## src/rtl/pwm_compare_deadtime_if.sv

```systemverilog
`default_nettype none
// ============================================================================
//  Module   : pwm_compare_deadtime_if
//  Brief    : Bus bundle between the carrier generator / register side
//             (master) and the compare + dead-time stage (slave).
//  Revision : 1.0  initial release
// ============================================================================
interface pwm_compare_deadtime_if #(
    parameter int CNT_W = 16,
    parameter int DT_W  = 10
);
    logic [CNT_W-1:0] carrier;
    logic             mask_event;
    logic [CNT_W-1:0] compare_in;
    logic             compare_wr;
    logic [DT_W-1:0]  deadtime;
    logic             pwm_on;
    logic             polarity;
    logic             pwm_h;
    logic             pwm_l;
    logic [CNT_W-1:0] compare_active;
    logic             update_pending;

    modport master (
        output carrier, mask_event, compare_in, compare_wr, deadtime, pwm_on, polarity,
        input  pwm_h, pwm_l, compare_active, update_pending
    );

    modport slave (
        input  carrier, mask_event, compare_in, compare_wr, deadtime, pwm_on, polarity,
        output pwm_h, pwm_l, compare_active, update_pending
    );
endinterface
`default_nettype wire

```

## src/rtl/pwm_compare_deadtime.sv

```systemverilog
`default_nettype none
// ============================================================================
//  Module   : pwm_compare_deadtime
//  Brief    : Double-buffered carrier compare followed by a complementary
//             high/low gate driver with programmable dead band.
//             Optional fault trip enabled by defining PWM_FAULT_TRIP_EN.
//  Revision : 1.0  initial release
// ============================================================================
module pwm_compare_deadtime #(
    parameter int CNT_W = 16,
    parameter int DT_W  = 10
) (
    input  logic                  clk,
    input  logic                  reset,
    pwm_compare_deadtime_if.slave bus
`ifdef PWM_FAULT_TRIP_EN
    ,
    input  logic                  fault,
    input  logic                  fault_clr,
    output logic                  fault_latched
`endif
);

    typedef enum logic [2:0] {
        IDLE  = 3'd0,
        L_ON  = 3'd1,
        DT_LH = 3'd2,
        H_ON  = 3'd3,
        DT_HL = 3'd4
    } state_t;

    logic [CNT_W-1:0] shadow_q,         shadow_d;
    logic [CNT_W-1:0] compare_active_q, compare_active_d;
    logic             update_pending_q, update_pending_d;
    logic             cmp_q,            cmp_d;
    state_t           state_q,          state_d;
    logic [DT_W-1:0]  dt_cnt_q,         dt_cnt_d;
    logic             drive_h_q,        drive_h_d;
    logic             drive_l_q,        drive_l_d;
    logic             hold_idle;

`ifdef PWM_FAULT_TRIP_EN
    logic             fault_latched_q,  fault_latched_d;

    // Fault latch: set wins over clear; the FSM is held off while a fault is
    // present or still latched (the clearing edge itself keeps IDLE).
    always_comb begin
        fault_latched_d = fault_latched_q;
        if (fault) begin
            fault_latched_d = 1'b1;
        end else if (fault_clr) begin
            fault_latched_d = 1'b0;
        end
    end

    // Fault latch register.
    always_ff @(posedge clk or posedge reset) begin
        if (reset) begin
            fault_latched_q <= 1'b0;
        end else begin
            fault_latched_q <= fault_latched_d;
        end
    end

    assign hold_idle     = fault | fault_latched_q;
    assign fault_latched = fault_latched_q;
`else
    assign hold_idle     = 1'b0;
`endif

    // Shadow/active compare buffering; a write coinciding with the update
    // strobe bypasses the shadow so the new value is not lost for a period.
    always_comb begin
        shadow_d         = shadow_q;
        compare_active_d = compare_active_q;
        update_pending_d = update_pending_q;
        if (bus.compare_wr && bus.mask_event) begin
            shadow_d         = bus.compare_in;
            compare_active_d = bus.compare_in;
            update_pending_d = 1'b0;
        end else if (bus.compare_wr) begin
            shadow_d         = bus.compare_in;
            update_pending_d = 1'b1;
        end else if (bus.mask_event && update_pending_q) begin
            compare_active_d = shadow_q;
            update_pending_d = 1'b0;
        end
    end

    // Compare buffer registers.
    always_ff @(posedge clk or posedge reset) begin
        if (reset) begin
            shadow_q         <= '0;
            compare_active_q <= '0;
            update_pending_q <= 1'b0;
        end else begin
            shadow_q         <= shadow_d;
            compare_active_q <= compare_active_d;
            update_pending_q <= update_pending_d;
        end
    end

    // Raw PWM reference: unsigned compare, so 0 gives 0% and any value above
    // the carrier peak gives 100%.
    always_comb begin
        cmp_d = (bus.carrier < compare_active_q);
    end

    // Registered raw reference.
    always_ff @(posedge clk or posedge reset) begin
        if (reset) begin
            cmp_q <= 1'b0;
        end else begin
            cmp_q <= cmp_d;
        end
    end

    // Gate FSM next state: every switch-on passes through a dead state whose
    // counter is loaded on entry; a reference that flips back during the dead
    // band returns to the side it came from without ever turning on.
    always_comb begin
        state_d  = state_q;
        dt_cnt_d = dt_cnt_q;
        unique case (state_q)
            IDLE: begin
                if (bus.pwm_on) begin
                    state_d  = cmp_q ? DT_LH : DT_HL;
                    dt_cnt_d = bus.deadtime;
                end
            end
            L_ON: begin
                if (cmp_q) begin
                    state_d  = DT_LH;
                    dt_cnt_d = bus.deadtime;
                end
            end
            H_ON: begin
                if (!cmp_q) begin
                    state_d  = DT_HL;
                    dt_cnt_d = bus.deadtime;
                end
            end
            DT_LH: begin
                if (!cmp_q) begin
                    state_d = L_ON;
                end else if (dt_cnt_q <= DT_W'(1)) begin
                    state_d = H_ON;
                end else begin
                    dt_cnt_d = dt_cnt_q - DT_W'(1);
                end
            end
            DT_HL: begin
                if (cmp_q) begin
                    state_d = H_ON;
                end else if (dt_cnt_q <= DT_W'(1)) begin
                    state_d = L_ON;
                end else begin
                    dt_cnt_d = dt_cnt_q - DT_W'(1);
                end
            end
            default: begin
                state_d = IDLE;
            end
        endcase
        if (!bus.pwm_on || hold_idle) begin
            state_d  = IDLE;
            dt_cnt_d = dt_cnt_q;
        end
    end

    // Output decode from the next state so the gates switch on the same edge
    // as the state register; h and l can never both be driven.
    always_comb begin
        drive_h_d = (state_d == H_ON);
        drive_l_d = (state_d == L_ON);
    end

    // FSM, dead-time counter and gate decode registers.
    always_ff @(posedge clk or posedge reset) begin
        if (reset) begin
            state_q   <= IDLE;
            dt_cnt_q  <= '0;
            drive_h_q <= 1'b0;
            drive_l_q <= 1'b0;
        end else begin
            state_q   <= state_d;
            dt_cnt_q  <= dt_cnt_d;
            drive_h_q <= drive_h_d;
            drive_l_q <= drive_l_d;
        end
    end

    // Polarity is a static configuration applied after the registered decode,
    // which also yields the inactive level while reset is held.
    assign bus.pwm_h          = drive_h_q ^ bus.polarity;
    assign bus.pwm_l          = drive_l_q ^ bus.polarity;
    assign bus.compare_active = compare_active_q;
    assign bus.update_pending = update_pending_q;

endmodule
`default_nettype wire

```

## src/flat_wrapper.sv

```systemverilog
// flat-port wrapper written by rule: the top's interface ports become plain ports
module pwm_compare_deadtime_flat 
#(
    parameter int CNT_W = 16,
    parameter int DT_W  = 10
)
  (clk, reset, bus_carrier, bus_mask_event, bus_compare_in, bus_compare_wr, bus_deadtime, bus_pwm_on, bus_polarity, bus_pwm_h, bus_pwm_l, bus_compare_active, bus_update_pending);
  pwm_compare_deadtime_if #(.CNT_W(CNT_W), .DT_W(DT_W)) bus_i ();
  input  logic clk;
  input  logic reset;
  input wire logic [$bits(bus_i.carrier)-1:0] bus_carrier;
  input wire logic [$bits(bus_i.mask_event)-1:0] bus_mask_event;
  input wire logic [$bits(bus_i.compare_in)-1:0] bus_compare_in;
  input wire logic [$bits(bus_i.compare_wr)-1:0] bus_compare_wr;
  input wire logic [$bits(bus_i.deadtime)-1:0] bus_deadtime;
  input wire logic [$bits(bus_i.pwm_on)-1:0] bus_pwm_on;
  input wire logic [$bits(bus_i.polarity)-1:0] bus_polarity;
  output wire logic [$bits(bus_i.pwm_h)-1:0] bus_pwm_h;
  output wire logic [$bits(bus_i.pwm_l)-1:0] bus_pwm_l;
  output wire logic [$bits(bus_i.compare_active)-1:0] bus_compare_active;
  output wire logic [$bits(bus_i.update_pending)-1:0] bus_update_pending;
  assign bus_i.carrier = bus_carrier;
  assign bus_i.mask_event = bus_mask_event;
  assign bus_i.compare_in = bus_compare_in;
  assign bus_i.compare_wr = bus_compare_wr;
  assign bus_i.deadtime = bus_deadtime;
  assign bus_i.pwm_on = bus_pwm_on;
  assign bus_i.polarity = bus_polarity;
  assign bus_pwm_h = bus_i.pwm_h;
  assign bus_pwm_l = bus_i.pwm_l;
  assign bus_compare_active = bus_i.compare_active;
  assign bus_update_pending = bus_i.update_pending;
  pwm_compare_deadtime #(.CNT_W(CNT_W), .DT_W(DT_W)) u_core (.clk(clk), .reset(reset), .bus(bus_i));
endmodule
```

## config.mk

```make
export PLATFORM = sky130hd
export DESIGN_NAME = pwm_compare_deadtime_flat
export DESIGN_NICKNAME = d
export VERILOG_FILES = /design/src/rtl/pwm_compare_deadtime_if.sv /design/src/rtl/pwm_compare_deadtime.sv /design/src/flat_wrapper.sv
export SDC_FILE = /design/constraint.sdc
export NUM_CORES = 1
export LEC_CHECK = 0
export BUFFER_PORTS_ARGS = -buffer_cell sky130_fd_sc_hd__buf_2
export CORE_ASPECT_RATIO = 1.25
export CORE_MARGIN = 8
export CORE_UTILIZATION = 53
export CTS_CLUSTER_SIZE = 12
export DETAILED_ROUTE_END_ITERATION = 6
export GPL_ROUTABILITY_DRIVEN = 0
export MAX_ROUTING_LAYER = met4
export PLACE_DENSITY = 0.8
export SLEW_MARGIN = 25
export SYNTH_ARGS = -nofsm -noshare
export SYNTH_HDL_FRONTEND = slang
export SYNTH_SLANG_ARGS = --single-unit
```

## constraint.sdc

```tcl
create_clock -name clk -period 2.33 [get_ports clk]
set_input_delay 0.466 -clock clk [delete_from_list [all_inputs] [get_ports clk]]
set_output_delay 0.466 -clock clk [all_outputs]
set_load 0.005 [all_outputs]
```

# After elaboration in Yosys (flattened, before gate mapping)
# Cells that the tools add are included.
[word_totals]
rom_bits = 0
ram_bits = 0
register_bits = 49
input_bits = 48
latchBits = 0
n_memories = 0
out_inout_bits = 19
[classes]
bitwise_logic = 2
n_shift = 0
n_eq_ne = 11
n_div = 0
mux = 23
multipliers = 0
addsub = 1
magnitude_cmp = 2
n_reduce_logical = 9
[ops]
columns = ["operator", "count"]
rows = [
  ["16-bit two-way mux", 5],
  ["10-bit two-way mux", 5],
  ["10-bit case mux with 5 select lines", 1],
  ["3-bit two-way mux", 8],
  ["16-bit less-than comparator", 1],
  ["3-bit case mux with 5 select lines", 1],
  ["10-bit by 1-bit less-or-equal comparator with 1-bit output (second input constant)", 1],
  ["10-bit by 1-bit subtractor with 10-bit output (second input constant)", 1],
  ["3-bit by 2-bit == test with 1-bit output (second input constant)", 3],
  ["3-bit by 1-bit == test with 1-bit output (second input constant)", 2],
  ["2-bit by 1-bit inequality test with 1-bit output (second input constant)", 3],
  ["6-bit AND reduction", 1],
  ["5-bit nonzero test", 1],
  ["2-bit inequality test (second input constant)", 2],
  ["2-bit nonzero test", 2],
  ["3-bit == test (second input constant)", 1],
  ["3-bit zero test", 1],
  ["1-bit two-way mux", 3],
  ["3-bit nonzero test", 1],
  ["1-bit logical AND", 2],
  ["2-bit AND reduction", 1],
  ["1-bit XOR", 2],
]

# Longest topological paths before layout
# Gate-level depths: netlist (run 1).
[logic_depth]
depth_word = 6
ltp_mapped = 8
ltp_nobuf = 7

# Worst setup path after synthesis (run 1)
# No wires, ideal clock.
[synth_timing]
path_kind = "register -> register"
from = "register u_core.dt_cnt_q[6]"
to = "register u_core.dt_cnt_q[6]"
required_time_ps = 2208
arrival_ps = 1679
setup_time_ps = 122
synth_period_minus_slack_ps = 1801
path_stages_with_launch = 7
slack_ps = 529
path_cell_list = "dfrtp_1 > or3_4 > o41ai_4 > o22ai_1 > buf_6 > a21oi_1 > a21oi_1"
[synth_via]
elab_chain_cells = 4
word_cells_on_any_way = 6
[synth_lines]
columns = ["element", "line", "source"]
rows = [
  ["from (decl)", "pwm_compare_deadtime.sv:37", "logic [DT_W-1:0] dt_cnt_q, dt_cnt_d;"],
  ["from (signal assigned)", "pwm_compare_deadtime.sv:187", "dt_cnt_q <= dt_cnt_d;"],
  ["10-bit by 1-bit subtractor with 10-bit output or 10-bit by 1-bit less-or-equal comparator with 1-bit output (tied branches)", "-", ""],
  ["10-bit two-way mux (*)", "pwm_compare_deadtime.sv:146, pwm_compare_deadtime.sv:155", ""],
  ["10-bit two-way mux (on tied branches)", "pwm_compare_deadtime.sv:153, pwm_compare_deadtime.sv:144", ""],
  ["10-bit case mux with 5 select lines (*)", "pwm_compare_deadtime.sv:124", "unique case (state_q)"],
]
# Every way passes the cells marked *; elsewhere a longest branch is shown, timed or not. The select of a mux whose other input is x is not followed.
# A chain may end at the register's enable or synchronous reset.

# Worst setup path in the final report (run 1)
[layout_timing]
from = "register u_core.dt_cnt_q[6]"
to = "register u_core.dt_cnt_q[7]"
# The elaborated chain is that of the path after synthesis.

==> reports/summary.json, run 1 <==
{
  "cts-hold-fix-buffers": 0,
  "finalSetupViolations": 0,
  "synth.lib_cells_used.distinct": 48,
  "drv.max_cap_violation_count": 0,
  "antenna_found_initial": 0,
  "final_layout_size_suffix_gt1_frac": 0.3243,
  "setup_tns_ps": 0,
  "cts_tree": "done",
  "post_synth_xor_area_fraction": 0.01337,
  "drt_pass1_iterations": 4,
  "max_stage_delay_ps": 440,
  "global_route.usage.total": 0.1677,
  "critical_path.startpoint": "u_core.dt_cnt_q[6]",
  "timing.critical_path.slowest_stage_cell": "sky130_fd_sc_hd__dfrtp_1",
  "global_route_wire_length_before_repair_um": 9846,
  "synth.net_count": 328,
  "p_leak_nw": 1.533,
  "synth_enable_flop_cells": 0,
  "endpoint_kind": "flip-flop",
  "route.detailed.wl_per_inst_um": 14.83,
  "cts.sink_count": 49,
  "layout.cells.non_filler": 393,
  "tritoncts.num_buffers": 5,
  "largest_family_of_logic_cells_by_synthesized_area": "compound AO/OA/AOI/OAI gates",
  "critical_path.startpoint_type": "flip-flop",
  "antenna_cell_count": 0,
  "port_buffer_cells": 66,
  "r2r-start": "u_core.dt_cnt_q[6]",
  "hold_path.class": "in -> async",
  "avgSynthCellArea_um2": 9.967,
  "power_density_nw_per_um2": 808.3,
  "yosys-mux-area-fraction": 0.07685,
  "initial_utilization": 0.5502,
  "cts_repair_resize_count": 0,
  "synthArstFlopShare": 1.000,
  "cts_htree_levels": 2,
  "fin_skew_ps": 8.722,
  "cts_root_buffer": "sky130_fd_sc_hd__clkbuf_8",
  "drv_slew": 0,
  "layout.cell_area.non_filler_um2": 3112,
  "synth-compound-area-share": 0.1847,
  "critPathBufInv": 1,
  "synth_area_um2": 2621,
  "ys.flop_type": "sky130_fd_sc_hd__dfrtp_1",
  "cp_data_required_time_ps": 2520,
  "die-height_um": 94.63,
  "outcome": "completed",
  "dpl.hpwl_um": 4599,
  "cpMostUsedCell": "sky130_fd_sc_hd__a21oi_1",
  "io-pin-count": 67,
  "post_cts.repair.setup_buffers": 0,
  "final-hold-violation-count": 0,
  "worst_pin_slew_ps": 666.5,
  "place.detailed.instances": 385,
  "post-route-period-util": 0.8791,
  "synth_warnings": 0,
  "critical_path_class": "reg -> reg",
  "wl_um": 5828,
  "drc": 0,
  "syn_inst": 263,
  "yosys.area_share.adder": 0.08115,
  "areaGrowthSynthToFinish_pct": 18.71,
  "num-nets-final": 397,
  "worstPathCellList": "or3_4 > o41ai_4 > o22ai_1 > buf_4 > a21oi_1 > a21oi_1",
  "first_global_vias": 2194,
  "worst_slew_margin_rel": 0.5550,
  "cp.arrival_ps": 2230,
  "coreArea_um2": 4765,
  "synth_top_area_share": 0.4678,
  "postSynthRegisterBits": 49,
  "maximum_number_of_pins_on_one_net_before_global_route_repair": 33,
  "placedInstanceArea_um2": 3032,
  "vdd_drop_max_uv": 512.8,
  "path_max_fanout": 8,
  "die_area_um2": 7466,
  "synth_seq_area_share": 0.4678,
  "share_of_synthesized_cell_area_in_and_or_nand_and_nor_gates": 0.1279,
  "achievable-frequency_mhz": 488.2,
  "post-route-min-period_ps": 2048,
  "detailedRoute.firstIterationViolations": 82,
  "clock_tree.buffer_depth": 2,
  "clk_transition_reported_paths_ps": 90,
  "via_count": 2134,
  "netlist_top_cells_area": "sky130_fd_sc_hd__dfrtp_1 47%, sky130_fd_sc_hd__ha_1 8.1%, sky130_fd_sc_hd__mux2_2 7.3%",
  "std_cell_rows": 28,
  "synth_top_area_cell": "sky130_fd_sc_hd__dfrtp_1",
  "routed_via_density": 5.430,
  "grt.overflow.total": 0,
  "finalHoldWorstSlack_ps": 251.3,
  "rsz0062_at_grt": "false",
  "crit_family": "compound AO/OA/AOI/OAI gates",
  "ant_nets": 0,
  "die_w_um": 78.90,
  "insertion_delay_ps": 300
}
## path summary, 6_finish.rpt
check | to | slack, ps | cells after the start
setup / recovery | u_core.dt_cnt_q[7] | 280 | 6
hold / removal | u_core.shadow_q[4] | 250 | 2
setup reg to reg | u_core.dt_cnt_q[7] | 280 | 6
hold reg to reg | u_core.shadow_q[1] | 500 | 1
max in group asynchronous | u_core.bus.compare_active[10] | 1480 | 3
min in group clk | u_core.bus.update_pending | 370 | 2
## per-stage QoR
| step | setup slack (ps) | utilization | power (mW) |
|---|---|---|---|
| floorplan | 528.6 | - | 1.787 |
| global placement | 367.1 | 0.6363 | 2.026 |
| detailed placement | 294.2 | 0.6363 | 2.057 |
| CTS | 284.2 | 0.6531 | 2.539 |
| global route | 164.5 | 0.6531 | 2.699 |
| finish | 281.7 | 0.6531 | 2.515 |
## flip-flops by register name (all words and copies together), names as in the netlist
signal / cells
u_core.drive_h_q: 1
u_core.bus.update_pending: 1
u_core.cmp_q: 1
u_core.drive_l_q: 1
u_core.state_q: 3
u_core.dt_cnt_q: 10
u_core.bus.compare_active: 16
u_core.shadow_q: 16
## layer usage
metal  up-vias  part of all wire  GRT usage
li1       1059                 -          -
met1      1008              0.43     0.1870
met2        60              0.50     0.2844
met3         7             0.059    0.04373
met4         0             0.016    0.05728
met5         -                 0          -
## layout make-up
cell class                      instances  area, um2
Fill cell                             403       1653
Tap cell                               60      75.07
Sequential cell                        49       1226
Timing Repair Buffer                   73      382.9
Inverter                               20      75.07
Clock buffer                            8      80.08
Multi-Input combinational cell        183       1272
## cells by family (layout without fill, tap and decap cells)
group	after synthesis	in the layout
muxes	18	18
xor gates and xnor gates	4	4
and+or+nand+nor	69	69
AOI/OAI and AO/OA	75	75
DFF	49	49
adders and majority gates	17	17
buffers and inverters	31	101
## synthesized netlist by cell type (3+ instances only)
master,number
sky130_fd_sc_hd__a21oi_1,36
sky130_fd_sc_hd__a21oi_2,3
sky130_fd_sc_hd__nand2_1,9
sky130_fd_sc_hd__nand2b_1,6
sky130_fd_sc_hd__nor2_1,34
sky130_fd_sc_hd__o21ai_0,11
sky130_fd_sc_hd__nand4_1,3
sky130_fd_sc_hd__inv_1,20
sky130_fd_sc_hd__ha_1,17
sky130_fd_sc_hd__nor2b_1,3
sky130_fd_sc_hd__mux2_2,17
sky130_fd_sc_hd__clkbuf_1,7
sky130_fd_sc_hd__dfrtp_1,49
## layout by cell type, fill, tap and decap left out, drive strengths merged, types with 2 or more instances in the layout
| cell type | n |
|---|---|
| dfrtp | 49 |
| xor2 | 2 |
| clkbuf | 8 |
| nor2 | 34 |
| xnor2 | 2 |
| buf | 73 |
| or3 | 3 |
| a31o | 2 |
| nor2b | 3 |
| nand3 | 2 |
| o22a | 2 |
| a21oi | 39 |
| o211ai | 2 |
| nand4 | 3 |
| nand2 | 9 |
| a311oi | 2 |
| nand2b | 6 |
| a21o | 2 |
| and3 | 2 |
| mux2 | 17 |
| o22ai | 2 |
| o21ai | 13 |
| ha | 17 |
| inv | 20 |
| nor3 | 2 |
## where the power goes
part	leakage [nW]	switching (mW)	internal, mW	total, mW
registers	0.568	0.168	1.02	1.19
logic	0.926	0.463	0.386	0.849
clock network	0.0395	0.261	0.214	0.474
Note: power is estimated with default switching activity, not from simulation.
==> run 2, diff against run 1 <==
CTS_BUF_LIST = sky130_fd_sc_hd__clkbuf_16   (was unset)
==> reports/summary.json, run 2 (synthesis gave the netlist of run 1 again) <==
{
  "outcome": "completed",
  "areaGrowthSynthToFinish_pct": 20.86,
  "cts_repair_resize_count": 0,
  "maximum_number_of_pins_on_one_net_before_global_route_repair": 33,
  "global_route_wire_length_before_repair_um": 9867,
  "via_count": 2128,
  "post-route-min-period_ps": 2044,
  "antenna_cell_count": 0,
  "final_layout_size_suffix_gt1_frac": 0.3243,
  "grt.overflow.total": 0,
  "antenna_found_initial": 0,
  "port_buffer_cells": 66,
  "die-height_um": 94.63,
  "final-hold-violation-count": 0,
  "worst_pin_slew_ps": 666.9,
  "cpMostUsedCell": "sky130_fd_sc_hd__a21oi_1",
  "route.detailed.wl_per_inst_um": 14.95,
  "routed_via_density": 5.415,
  "mostFrequentLayoutCell": "sky130_fd_sc_hd__buf_2",
  "wl_um": 5876,
  "vdd_drop_max_uv": 643.6,
  "r2r_slack_ps": 290,
  "cts_tree": "done",
  "critPathBufInv": 1,
  "cts.sink_count": 49,
  "tritoncts.num_buffers": 5,
  "drt_pass1_iterations": 4,
  "drv.max_cap_violation_count": 0,
  "most_used_cells_in_the_layout_excluding_fill_and_tap_cells": "66 x sky130_fd_sc_hd__buf_2, 49 x sky130_fd_sc_hd__dfrtp_1, 36 x sky130_fd_sc_hd__a21oi_1, 34 x sky130_fd_sc_hd__nor2_1, 22 x sky130_fd_sc_hd__inv_1",
  "total_power_mw": 2.716,
  "drv_slew": 0,
  "global_route.usage.total": 0.1682,
  "p_leak_nw": 1.571,
  "detailedRoute.firstIterationViolations": 68,
  "coreArea_um2": 4765,
  "r2r-start": "u_core.dt_cnt_q[6]",
  "crit_family": "compound AO/OA/AOI/OAI gates",
  "cts_root_buffer": "sky130_fd_sc_hd__clkbuf_16",
  "num-nets-final": 397,
  "power_density_nw_per_um2": 857.4,
  "fillers": 393,
  "layout.cell_area.non_filler_um2": 3168,
  "initial_utilization": 0.5502,
  "clock_tree.buffer_depth": 2,
  "hold_path.class": "in -> async",
  "multi_input_comb_area_um2": 1272,
  "worstPathCellList": "or3_4 > o41ai_4 > o22ai_1 > buf_4 > a21oi_1 > a21oi_1",
  "cp_data_required_time_ps": 2500,
  "timing.critical_path.slowest_stage_cell": "sky130_fd_sc_hd__or3_4",
  "preCtsSetupSlack_ps": 294.2,
  "io-pin-count": 67,
  "drc": 0,
  "rsz0062_at_grt": "false",
  "die_w_um": 78.90,
  "layout.cells.non_filler": 393,
  "path_max_fanout": 8,
  "critical_path_class": "reg -> reg",
  "critical_path.startpoint_type": "flip-flop",
  "max_stage_delay_ps": 440,
  "std_cell_rows": 28,
  "post-route-period-util": 0.8771,
  "cp.arrival_ps": 2210,
  "endpoint_kind": "flip-flop",
  "clk_transition_reported_paths_ps": 60,
  "post_cts.repair.setup_buffers": 0,
  "fin_skew_ps": 5.791,
  "placedInstanceArea_um2": 3032,
  "ant_nets": 0,
  "place.detailed.instances": 385,
  "insertion_delay_ps": 280,
  "die_area_um2": 7466,
  "cts_htree_levels": 2,
  "achievable-frequency_mhz": 489.3,
  "worst_slew_margin_rel": 0.5547,
  "finalCoreUtilization": 0.6649,
  "cts-hold-fix-buffers": 0,
  "finalHoldWorstSlack_ps": 272.0,
  "final_worst_setup_slack_ps": 286.3,
  "r2r.worst_path.cells": 6,
  "final-seq-area_um2": 1226,
  "setup_tns_ps": 0,
  "crit-reg2reg-capture": "u_core.dt_cnt_q[7]",
  "finalSetupViolations": 0,
  "first_global_vias": 2200,
  "dpl.hpwl_um": 4599
}
==> run 2: layout make-up <==
| class | instances | area share |
|---|---|---|
| flip-flops and latches | 49 | 0.3870 |
| inverters | 20 | 0.02370 |
| clock buffers | 5 | 0.03949 |
| well taps | 60 | 0.02370 |
| clock inverters | 3 | 0.003555 |
| multi-input cells | 183 | 0.4017 |
| repair buffers | 73 | 0.1209 |
==> run 2: worst max-delay path by stage <==
stage / start / to / slack (ps) / cells after the start
after floorplan: u_core.dt_cnt_q[6] / u_core.dt_cnt_q[6] / 530 / 6
after CTS: u_core.dt_cnt_q[6] / u_core.dt_cnt_q[7] / 290 / 6
after detailed placement: u_core.dt_cnt_q[6] / u_core.dt_cnt_q[7] / 290 / 6
after global placement: u_core.dt_cnt_q[6] / u_core.dt_cnt_q[7] / 370 / 6
after global routing: u_core.dt_cnt_q[6] / u_core.dt_cnt_q[7] / 170 / 6
final: u_core.dt_cnt_q[6] / u_core.dt_cnt_q[7] / 290 / 6
==> run 2: power breakdown <==
group	switching (mW)	internal [mW]
Clock	0.285	0.386
Combinational	0.465	0.386
Sequential	0.168	1.03
Total	0.918	1.80
==> run 2: per-layer routing <==
layer	global-route usage	wire (um)	vias to the layer above
met5	-	0	-
met4	0.05728	95	0
li1	-	-	1058
met3	0.04373	371	7
met1	0.1861	2463	998
met2	0.2872	2945	65
==> run 2: worst register-to-register path, stage by stage (launching register included) <==
cell and delay [ps]:
sky130_fd_sc_hd__dfrtp_1 430, sky130_fd_sc_hd__or3_4 450, sky130_fd_sc_hd__o41ai_4 420, sky130_fd_sc_hd__o22ai_1 240
sky130_fd_sc_hd__buf_4 220, sky130_fd_sc_hd__a21oi_1 120, sky130_fd_sc_hd__a21oi_1 50
==> run 3, diff against run 2 <==
RECOVER_POWER = 25   (was unset)
==> reports/summary.json, run 3 (synthesis gave the netlist of run 1 again) <==
{
  "outcome": "completed",
  "clk_transition_reported_paths_ps": 60,
  "endpoint_kind": "flip-flop",
  "route.detailed.wl_per_inst_um": 14.95,
  "layout.cells.non_filler": 393,
  "worst_slew_margin_rel": 0.2003,
  "critical_path.startpoint_type": "flip-flop",
  "cts-hold-fix-buffers": 0,
  "drc": 0,
  "finalSetupViolations": 0,
  "final_layout_size_suffix_gt1_frac": 0.3213,
  "cpMostUsedCell": "sky130_fd_sc_hd__a21oi_1",
  "std_cell_rows": 28,
  "die_area_um2": 7466,
  "worstPathCellList": "or3_4 > o41ai_4 > o22ai_1 > buf_4 > a21oi_1 > a21oi_1",
  "share_of_power_burned_in_registers": 0.440,
  "wl_um": 5876,
  "post-route-min-period_ps": 2044,
  "timing.critical_path.slowest_stage_cell": "sky130_fd_sc_hd__or3_4",
  "clkPwrFrac": 0.247,
  "hold_path.class": "in -> reg",
  "antenna_found_initial": 0,
  "cts_root_buffer": "sky130_fd_sc_hd__clkbuf_16",
  "drt_pass1_iterations": 4,
  "cts.sink_count": 49,
  "cts_repair_resize_count": 0,
  "critPathBufInv": 1,
  "max_stage_delay_ps": 440,
  "via_count": 2128,
  "cts_tree": "done",
  "drv_slew": 0,
  "cell_internal_pwr_mw": 1.798,
  "achievable-frequency_mhz": 489.3,
  "cp_data_required_time_ps": 2500,
  "mostFrequentLayoutCell": "sky130_fd_sc_hd__buf_2",
  "place.detailed.instances": 385,
  "grt.overflow.total": 0,
  "final-hold-violation-count": 0,
  "most_used_cells_in_the_layout_excluding_fill_and_tap_cells": "66 x sky130_fd_sc_hd__buf_2, 49 x sky130_fd_sc_hd__dfrtp_1, 36 x sky130_fd_sc_hd__a21oi_1, 34 x sky130_fd_sc_hd__nor2_1, 23 x sky130_fd_sc_hd__inv_1",
  "die-height_um": 94.63,
  "critical_path_class": "reg -> reg",
  "insertion_delay_ps": 280,
  "global_route.usage.total": 0.1682,
  "p_leak_nw": 1.573,
  "switching_part_of_the_total_power": 0.3378,
  "setup_tns_ps": 0,
  "tritoncts.num_buffers": 5,
  "clock_tree.buffer_depth": 2,
  "worst_pin_slew_ps": 1198,
  "crit_family": "compound AO/OA/AOI/OAI gates",
  "power_density_nw_per_um2": 857.3,
  "io-pin-count": 67,
  "ant_nets": 0,
  "first_global_vias": 2200,
  "post_cts.repair.setup_buffers": 0,
  "drv.max_cap_violation_count": 0,
  "coreArea_um2": 4765,
  "port_buffer_cells": 66,
  "maximum_number_of_pins_on_one_net_before_global_route_repair": 33,
  "path_max_fanout": 8,
  "detailedRoute.firstIterationViolations": 68,
  "vdd_drop_max_uv": 643.6,
  "global_route_wire_length_before_repair_um": 9867,
  "post-route-period-util": 0.8771,
  "areaGrowthSynthToFinish_pct": 20.86,
  "antenna_cell_count": 0,
  "die_w_um": 78.90,
  "fin_skew_ps": 5.791,
  "num-nets-final": 397,
  "cts_htree_levels": 2,
  "initial_utilization": 0.5502,
  "power.net_switching_uw": 917.6,
  "rsz0062_at_grt": "false",
  "fillers": 393,
  "pwr-share-comb": 0.313,
  "dpl.hpwl_um": 4599,
  "cp.arrival_ps": 2210,
  "routed_via_density": 5.415,
  "finalHoldWorstSlack_ps": 388.6
}
-- run 3: area by class of cell --
type | count | area, um2 | area share
Inverter | 20 | 75.07 | 0.02370
Sequential cell | 49 | 1226 | 0.3870
Tap cell | 60 | 75.07 | 0.02370
Clock buffer | 5 | 125.1 | 0.03949
Multi-Input combinational cell | 183 | 1272 | 0.4017
Clock inverter | 3 | 11.26 | 0.003555
Timing Repair Buffer | 73 | 382.9 | 0.1209
-- run 3: metal layers --
layer  share of wire  track usage  vias up
met5               0            -        -
met4           0.016      0.05728        0
met3           0.063      0.04373        7
met2            0.50       0.2872       65
met1            0.42       0.1861      998
li1                -            -     1058
-- run 3: power by group through the flow --
stage | Clock (mW) | Sequential (mW) | Combinational (mW)
finish | 0.671 | 1.19 | 0.851
global route | 0.713 | 1.22 | 0.962
floorplan | 0 | 1.16 | 0.631
CTS | 0.691 | 1.19 | 0.859
detailed placement | 0 | 1.20 | 0.853
global placement | 0 | 1.19 | 0.832
-- run 3: worst paths after layout --
check	startpoint	to	slack [ps]	depth (start not counted)
setup reg to reg	u_core.dt_cnt_q[6]	u_core.dt_cnt_q[7]	290	6
setup / recovery	u_core.dt_cnt_q[6]	u_core.dt_cnt_q[7]	290	6
max in group asynchronous	reset	u_core.bus.compare_active[10]	1050	3
hold / removal	bus_mask_event	u_core.bus.update_pending	390	2
hold reg to reg	u_core.shadow_q[1]	u_core.shadow_q[1]	490	1
min in group asynchronous	reset	u_core.shadow_q[4]	490	2
-- run 3: worst reg2reg max path, delay by kind of cell (launching register included) --
kind	cells	cell delay, ps
compound gates	4	830
buf+inv	1	220
flops	1	430
simple gates	1	450
-- run 3: stage by stage --
stage | utilization | total power, mW | cell area, um2 | setup WS, ps
CTS | 0.6649 | 2.739 | 3168 | 287.7
detailed placement | 0.6363 | 2.057 | 3032 | 294.2
floorplan | - | 1.787 | 2621 | 528.6
global placement | 0.6363 | 2.026 | 3032 | 367.1
finish | 0.6649 | 2.716 | 3168 | 286.3
global route | 0.6649 | 2.891 | 3168 | 165.7
